[src/rtl/keypad_entry_if.sv]
// Keypad matrix lines plus the decoded key/operand outputs of keypad_entry.
interface keypad_entry_if;
    logic [3:0]  rows;
    logic [3:0]  cols;
    logic        key_strobe;
    logic [3:0]  key_code;
    logic [31:0] entry;
    logic [3:0]  digit_count;
    logic [31:0] result;
    logic        result_valid;

    modport master (
        input  rows,
        output cols, key_strobe, key_code, entry, digit_count, result, result_valid
    );

    modport slave (
        output rows,
        input  cols, key_strobe, key_code, entry, digit_count, result, result_valid
    );
endinterface

[src/rtl/keypad_entry.sv]
// 4x4 keypad scanner with debounce and decimal-to-binary operand entry.
//   state      | meaning
//   S_SCAN     | drive one column per divider period, sample rows at terminal count
//   S_DEBOUNCE | captured row pattern must stay identical for DEBOUNCE cycles
//   S_HELD     | key accepted; wait for DEBOUNCE consecutive released cycles
module keypad_entry #(
    parameter int SCAN_DIV   = 50000,
    parameter int DEBOUNCE   = 200000,
    parameter int MAX_DIGITS = 4
) (
    input  logic           clk,
    input  logic           rst,
    keypad_entry_if.master kp
);
    localparam int DIV_W = (SCAN_DIV > 2) ? $clog2(SCAN_DIV) : 1;
    localparam int DB_W  = (DEBOUNCE > 2) ? $clog2(DEBOUNCE) : 1;
    localparam logic [DIV_W-1:0] DIV_LOAD = DIV_W'(SCAN_DIV - 1);
    localparam logic [DB_W-1:0]  DB_LOAD  = DB_W'(DEBOUNCE - 1);

    typedef enum logic [1:0] {S_SCAN, S_DEBOUNCE, S_HELD} state_t;

    state_t            state, state_n;
    logic [1:0]        col, col_n;
    logic [DIV_W-1:0]  div, div_n;
    logic [DB_W-1:0]   cnt, cnt_n;
    logic [3:0]        pat, pat_n;
    logic              strobe, strobe_n;
    logic [3:0]        code, code_n;
    logic [31:0]       entry, entry_n;
    logic [3:0]        count, count_n;
    logic [31:0]       result, result_n;
    logic              rv, rv_n;

    // Lowest-index low row wins when several rows are pulled low.
    function automatic logic [1:0] low_row(input logic [3:0] p);
        if (!p[0])      return 2'd0;
        else if (!p[1]) return 2'd1;
        else if (!p[2]) return 2'd2;
        else            return 2'd3;
    endfunction

    function automatic logic [3:0] map_key(input logic [1:0] r, input logic [1:0] c);
        case ({r, c})
            4'h0: return 4'h1;  4'h1: return 4'h2;  4'h2: return 4'h3;  4'h3: return 4'hA;
            4'h4: return 4'h4;  4'h5: return 4'h5;  4'h6: return 4'h6;  4'h7: return 4'hB;
            4'h8: return 4'h7;  4'h9: return 4'h8;  4'hA: return 4'h9;  4'hB: return 4'hC;
            4'hC: return 4'hE;  4'hD: return 4'h0;  4'hE: return 4'hF;  default: return 4'hD;
        endcase
    endfunction

    logic [3:0] key;
    assign key = map_key(low_row(pat), col);

    always_comb begin
        state_n  = state;
        col_n    = col;
        div_n    = div;
        cnt_n    = cnt;
        pat_n    = pat;
        strobe_n = 1'b0;
        code_n   = code;
        entry_n  = entry;
        count_n  = count;
        result_n = result;
        rv_n     = 1'b0;
        case (state)
            S_SCAN: begin
                if (div == '0) begin
                    if (kp.rows == 4'hF) begin
                        col_n = col + 2'd1;
                        div_n = DIV_LOAD;
                    end else begin
                        pat_n   = kp.rows;
                        cnt_n   = DB_LOAD;
                        state_n = S_DEBOUNCE;
                    end
                end else begin
                    div_n = div - 1'b1;
                end
            end
            S_DEBOUNCE: begin
                if (kp.rows != pat) begin
                    state_n = S_SCAN;
                    col_n   = col + 2'd1;
                    div_n   = DIV_LOAD;
                end else if (cnt == '0) begin
                    state_n  = S_HELD;
                    cnt_n    = DB_LOAD;
                    strobe_n = 1'b1;
                    code_n   = key;
                    if (key <= 4'd9) begin
                        if (count < 4'(MAX_DIGITS)) begin
                            entry_n = (entry << 3) + (entry << 1) + {28'd0, key};
                            count_n = count + 4'd1;
                        end
                    end else if (key == 4'hE) begin
                        entry_n = '0;
                        count_n = '0;
                    end else if (key == 4'hF) begin
                        result_n = entry;
                        rv_n     = 1'b1;
                        entry_n  = '0;
                        count_n  = '0;
                    end
                end else begin
                    cnt_n = cnt - 1'b1;
                end
            end
            S_HELD: begin
                if (kp.rows != 4'hF) begin
                    cnt_n = DB_LOAD;
                end else if (cnt == '0) begin
                    state_n = S_SCAN;
                    col_n   = col + 2'd1;
                    div_n   = DIV_LOAD;
                end else begin
                    cnt_n = cnt - 1'b1;
                end
            end
            default: state_n = S_SCAN;
        endcase
    end

    always_ff @(posedge clk) begin
        if (rst) begin
            state  <= S_SCAN;
            col    <= 2'd0;
            div    <= DIV_LOAD;
            cnt    <= '0;
            pat    <= 4'hF;
            strobe <= 1'b0;
            code   <= 4'h0;
            entry  <= '0;
            count  <= '0;
            result <= '0;
            rv     <= 1'b0;
        end else begin
            state  <= state_n;
            col    <= col_n;
            div    <= div_n;
            cnt    <= cnt_n;
            pat    <= pat_n;
            strobe <= strobe_n;
            code   <= code_n;
            entry  <= entry_n;
            count  <= count_n;
            result <= result_n;
            rv     <= rv_n;
        end
    end

    assign kp.cols         = ~(4'b0001 << col);
    assign kp.key_strobe   = strobe;
    assign kp.key_code     = code;
    assign kp.entry        = entry;
    assign kp.digit_count  = count;
    assign kp.result       = result;
    assign kp.result_valid = rv;
endmodule

[src/flat_wrapper.sv]
// flat-port wrapper written by rule: the top's interface ports become plain ports
module keypad_entry_flat 
#(
    parameter int SCAN_DIV   = 50000,
    parameter int DEBOUNCE   = 200000,
    parameter int MAX_DIGITS = 4
)
  (clk, rst, kp_rows, kp_cols, kp_key_strobe, kp_key_code, kp_entry, kp_digit_count, kp_result, kp_result_valid);
  keypad_entry_if kp_i ();
  input  logic clk;
  input  logic rst;
  input wire logic [$bits(kp_i.rows)-1:0] kp_rows;
  output wire logic [$bits(kp_i.cols)-1:0] kp_cols;
  output wire logic [$bits(kp_i.key_strobe)-1:0] kp_key_strobe;
  output wire logic [$bits(kp_i.key_code)-1:0] kp_key_code;
  output wire logic [$bits(kp_i.entry)-1:0] kp_entry;
  output wire logic [$bits(kp_i.digit_count)-1:0] kp_digit_count;
  output wire logic [$bits(kp_i.result)-1:0] kp_result;
  output wire logic [$bits(kp_i.result_valid)-1:0] kp_result_valid;
  assign kp_i.rows = kp_rows;
  assign kp_cols = kp_i.cols;
  assign kp_key_strobe = kp_i.key_strobe;
  assign kp_key_code = kp_i.key_code;
  assign kp_entry = kp_i.entry;
  assign kp_digit_count = kp_i.digit_count;
  assign kp_result = kp_i.result;
  assign kp_result_valid = kp_i.result_valid;
  keypad_entry #(.SCAN_DIV(SCAN_DIV), .DEBOUNCE(DEBOUNCE), .MAX_DIGITS(MAX_DIGITS)) u_core (.clk(clk), .rst(rst), .kp(kp_i));
endmodule
[config.mk]
export PLATFORM = sky130hd
export DESIGN_NAME = keypad_entry_flat
export DESIGN_NICKNAME = d
export VERILOG_FILES = /design/src/rtl/keypad_entry_if.sv /design/src/rtl/keypad_entry.sv /design/src/flat_wrapper.sv
export SDC_FILE = /design/constraint.sdc
export NUM_CORES = 1
export LEC_CHECK = 0
export ABC_AREA = 1
export CAP_MARGIN = 20
export CORE_MARGIN = 1.5
export CORE_UTILIZATION = 40
export DETAILED_ROUTE_END_ITERATION = 12
export SETUP_SLACK_MARGIN = 0.05
export SYNTH_ARGS = -nofsm -noshare
export SYNTH_HDL_FRONTEND = slang
export SYNTH_SLANG_ARGS = --single-unit
[constraint.sdc]
create_clock -name clk -period 4 [get_ports clk]
set_clock_uncertainty 0.15 [all_clocks]
set_input_delay 0.8 -clock clk [delete_from_list [all_inputs] [get_ports clk]]
set_output_delay 0.8 -clock clk [all_outputs]
set_load 0.05 [all_outputs]
# == Word-level counts from Yosys, hierarchy flattened ==
# Memories as Yosys holds them, arrays and structs flattened.
# Cells that the tools add are included.
# totals
regBits,116
mem_bits_ro,64
inputBits,6
elab_cells,100
mem_count,1
# memory_table
name,depth,word_bits,rd,rd_ports_with_merged_regs,wr,line_no,source
(no name shown),16,4,1,0,0,keypad_entry.sv:43,"case ({r, c})"
# op_classes
n_addsub,6
magnitude_cmp,2
n_eq_ne,18
shift,1
n_mux,39
bitwise_logic,7
n_reduce_logical,15
# ops
operator,count
$mux 32,4
$mux 18,6
$mux 16,5
$pmux 18 s3,1
$pmux 16 s3,1
$add 32x32->32,1
$add 32x4->32,1
$mux 2,13
$reduce_and 5->1,4
$logic_not 18->1,1
$sub 18x1->18 const B,1
$logic_not 16->1,1
$mux 4,4
$sub 16x1->16 const B,1
$eq 4x4->1 const B,3
$pmux 2 s3,2
$reduce_and 6->1,2
$ne 2x1->1 const B,4
$ne 2x2->1 const B,4
$ne 3x3->1 const B,2
$not 1->1,6
$reduce_and 3->1,2
$reduce_bool 3->1,2
$reduce_or 6->1,1
14 further kinds,16

# == Logic depth before layout (Yosys ltp) ==
# An unclocked memory read counts as a cell.
# logic_depth
depth_word,8
mapped_depth,22
mapped_depth_nobuf,22

# == Worst setup path before layout ==
# Ideal clock, no wire load.
# synth_path
path_kind,flip-flop to flip-flop
from,register u_core.col[0]
to,register u_core.entry[28] (netlist: u_core.kp.entry[28])
setup_ns,0.128
arrival_ns,2.837
slack_ns,0.886
path_stages_with_launch,20
path_cell_list,dfxtp_1 inv_1 ha_1 nand2_1 nand3_1 nand2_1 fa_1 fa_1 nand2_1 nand3_1 nand3_1 nand2_1 nand2_1 nand2_1 nand3b_1 nand3b_1 nand2_1 nor2_1 nor2_1 nor2_1
# synth_via
elab_chain_cells,4
# synth_lines
element,line_no,source
from (decl),keypad_entry.sv:23,"logic [1:0] col, col_n;"
from (signal assigned),keypad_entry.sv:139,col <= col_n;
$mem_v2 16x4 (*),n/a,
named net u_core.key[3],keypad_entry.sv:51,logic [3:0] key;
$add 32x4->32 (tied with other cells),keypad_entry.sv:93,"entry_n = (entry << 3) + (entry << 1) + {28'd0, key};"
$mux 32 (tied with other cells),keypad_entry.sv:92,if (count < 4'(MAX_DIGITS)) begin
$mux 32 or $reduce_and 5->1 (tied branches),n/a,
to (signal assigned),keypad_entry.sv:145,entry <= entry_n;
to (decl),keypad_entry.sv:29,"logic [31:0] entry, entry_n;"
# Mark *: on every way through the listed nets, which the timed path passes. The rest lies on a longest branch. The select of a mux whose other input is x is not followed.
# A chain may end at the register's enable or synchronous reset.

# == Final worst setup path ==
# layout_path
from,register u_core.col[1]
to,register u_core.entry[30] (netlist: u_core.kp.entry[30])
# Same word-level chain as after synthesis.

==> impl_metrics.json <==
{
  "synth_edf_count": 0,
  "whs_ps": 330,
  "viasPerCell": 4.88,
  "vias": 8279,
  "dr.first_iter.drc_count": 464,
  "final_cell_mix": "nand2_1 (409), inv_1 (184), nor2_1 (172)",
  "required_ps": 4130,
  "grt.total_usage_pct": 21.6,
  "p_leak_nw": 5.25,
  "grt_max_degree": 51,
  "area_growth_pct": 19.0,
  "ys_types": 48,
  "grt_antenna_before_repair": 0,
  "die_area_um2": 22200,
  "htree_levels": 4,
  "start_util_pct": 40.6,
  "final_common_cell": "nand2_1",
  "place_area_um2": 9550,
  "clk_pin_slew_ps": 60,
  "rows": 53,
  "cp.arrival_ps": 3680,
  "ant_nets": 0,
  "report.final.hold_viol_count": 0,
  "fmax_mhz": 282,
  "die_h_um": 149,
  "drcViolationCount": 0,
  "slew_violations": 0,
  "clkPwrFrac_pct": 47.9,
  "synth-seq-cells": 116,
  "critical_path_class": "flop to flop",
  "total_power_mw": 3.16,
  "cts_sinks": 116,
  "die_w_um": 149,
  "yosysSeqAreaShare_pct": 27.3,
  "powerDensity_nw_per_um2": 312,
  "ys_async_sr_fraction_pct": 0,
  "synth_compound_area_share_pct": 9.54,
  "synth_fa_ha_area_share_pct": 11.2,
  "p_comb_share_pct": 14.0,
  "critPathLaunchType": "flop",
  "wl_um": 23000,
  "io_pins": 84,
  "hold_path.class": "flop to flop",
  "peakVddDrop_uv": 227,
  "first_pass_iters": 5,
  "port_buffers": 83,
  "min_period_ps": 3550,
  "layout.nets": 1490,
  "gp_congestion": 0.884,
  "antenna_cells": 0,
  "finalSetupViolCount": 0,
  "status": "completed",
  "core-area_um2": 21000,
  "fin_area_um2": 10100,
  "fin_crit_sh_pct": 88.8,
  "post_drt_wl_per_cell_um": 13.6,
  "slowest_stage": "fa_1",
  "syn_avg_cell_area_um2": 6.40,
  "hpwl_um": 17100,
  "grt_pass1_vias": 7828,
  "rsz0062_at_grt": "no",
  "cts_made_buffers": 17,
  "maxCapViolations": 0,
  "ys.flop_type": "dfxtp_1",
  "syn_inst": 1331,
  "cts_tree": "built",
  "clock_latency_ps": 430,
  "syn_area_um2": 8520,
  "synthesis.nets": 1412,
  "synthMuxAreaShare_pct": 0,
  "seq_power_share_pct": 38.1,
  "crit_chain": "inv_1, ha_1, nand3_1, nand3_1, nand2_1, fa_1, fa_1, nand2_1, nand3_1, nand3_1, nand2_1, nand2_1, nand2_1, nand3_1, nand3_1, nand2_1, nor2_1, nor2_1, nor2_1",
  "worstPathMaxFanout": 6,
  "worst_pin_slew_ps": 822,
  "max-clock-path-buffers": 2,
  "crit_path_max_incr_delay_ps": 490,
  "postCtsSetupBuffers": 0,
  "net-switching-power_uw": 921,
  "cts-root-buf": "clkbuf_16",
  "synth_xor_area_share_pct": 3.50,
  "synth_top_family_by_area": "simple AND/OR/NAND/NOR gates",
  "yosys.area_share.simple_pct": 37.6,
  "drive_above_1_share_pct": 7.03,
  "worst_setup_path_end_kind": "flop",
  "yosysWarnings": 0,
  "grt-ovfl-total": 0,
  "grt_pass1_wl_um": 38400,
  "p_sw_share_pct": 29.1,
  "setup_tns_ps": 0,
  "p_int_mw": 2.24,
  "slew_headroom_pct": 45.1
}
-- synth_stat cells, types with 4 or more instances --
master | count | area share, %
inv_1 | 184 | 8.1
o211ai_1 | 4 | 0.35
o21ai_1 | 6 | 0.35
nand2_1 | 409 | 18
nand3b_1 | 9 | 0.79
clkbuf_1 | 15 | 0.66
buf_6 | 4 | 0.53
nor4_1 | 6 | 0.44
dfxtp_1 | 116 | 27
nand3_1 | 67 | 3.9
buf_2 | 6 | 0.35
a21oi_1 | 65 | 3.8
a21oi_2 | 20 | 2.1
xnor2_1 | 6 | 0.62
ha_1 | 73 | 11
nand2_2 | 13 | 0.96
nor2_2 | 5 | 0.37
nand4_1 | 25 | 1.8
o21bai_1 | 5 | 0.44
xor2_1 | 28 | 2.9
nor3_1 | 21 | 1.2
nor2_1 | 172 | 7.6
buf_4 | 6 | 0.53
o21ai_0 | 31 | 1.8
-- power by group through the flow --
stage | clock network [mW] | logic, mW | registers [mW]
global route | 1.60 | 0.494 | 1.21
finish | 1.52 | 0.443 | 1.21
floorplan | 0 | 0.346 | 1.23
CTS | 1.55 | 0.443 | 1.21
global placement | 0 | 0.441 | 1.23
detailed placement | 0 | 0.442 | 1.23
-- through the flow --
stage               utilization, %  cells  setup slack (ps)
floorplan                        -   1331               886
global placement              45.6   1665               472
detailed placement            45.6   1665               387
CTS                           48.3   1697               377
global route                  48.4   1697               123
finish                        48.4   1697               448
-- final cells by class --
type / count / area, µm²
clock buffers: 17 / 425
clock inverters: 15 / 158
fillers: 2183 / 10800
inverters: 189 / 714
multi-input cells: 993 / 5270
flip-flops and latches: 116 / 2320
well taps: 275 / 344
repair buffers: 92 / 893
-- per-layer routing --
| layer | track usage (%) | share of wire, % |
|---|---|---|
| met1 | 28.0 | 48 |
| met2 | 36.9 | 48 |
| met3 | 3.64 | 3.6 |
| met4 | 6.29 | 1.2 |
| met5 | 0 | 0 |
-- cell families after synthesis --
group	Yosys count
AO/OA/AOI/OAI	139
XOR/XNOR	34
adder cells (fa/ha/maj)	75
buffers and inverters	222
flip-flops	116
AND/OR/NAND/NOR	745
-- final timing paths --
path | from | to | slack [ps] | cells after the start
worst max register to register | u_core.col[1] | u_core.kp.entry[30] | 450 | 19
worst min register to register | u_core.kp.digit_count[3] | u_core.kp.digit_count[3] | 330 | 2
worst min-delay path | u_core.kp.digit_count[3] | u_core.kp.digit_count[3] | 330 | 2
worst max-delay path | u_core.col[1] | u_core.kp.entry[30] | 450 | 19
-- what timing repair did --
item / 4_1_cts / 5_1_grt
hold buffers: 0 / 0
gates resized for setup: 0 / 2
endpoints found under the setup margin: 0 / 4
-- worst max-delay path: cells and delay by family, from the launching register on --
kind                     cells  cell delay, ps
adder cells (fa/ha/maj)      3            1190
AND/OR/NAND/NOR             15            1520
buffers and inverters        1             140
flip-flops                   1             400
-- registers in the layout, indices dropped and copies added (netlist names) --
signal,flops
u_core.col,2
u_core.kp.entry,32
u_core.kp.key_strobe,1
u_core.state,2
u_core.cnt,18
u_core.pat,4
u_core.kp.digit_count,4
u_core.kp.result,32
u_core.kp.key_code,4
u_core.div,16
u_core.kp.result_valid,1
Power figures use the tool's default switching activity.
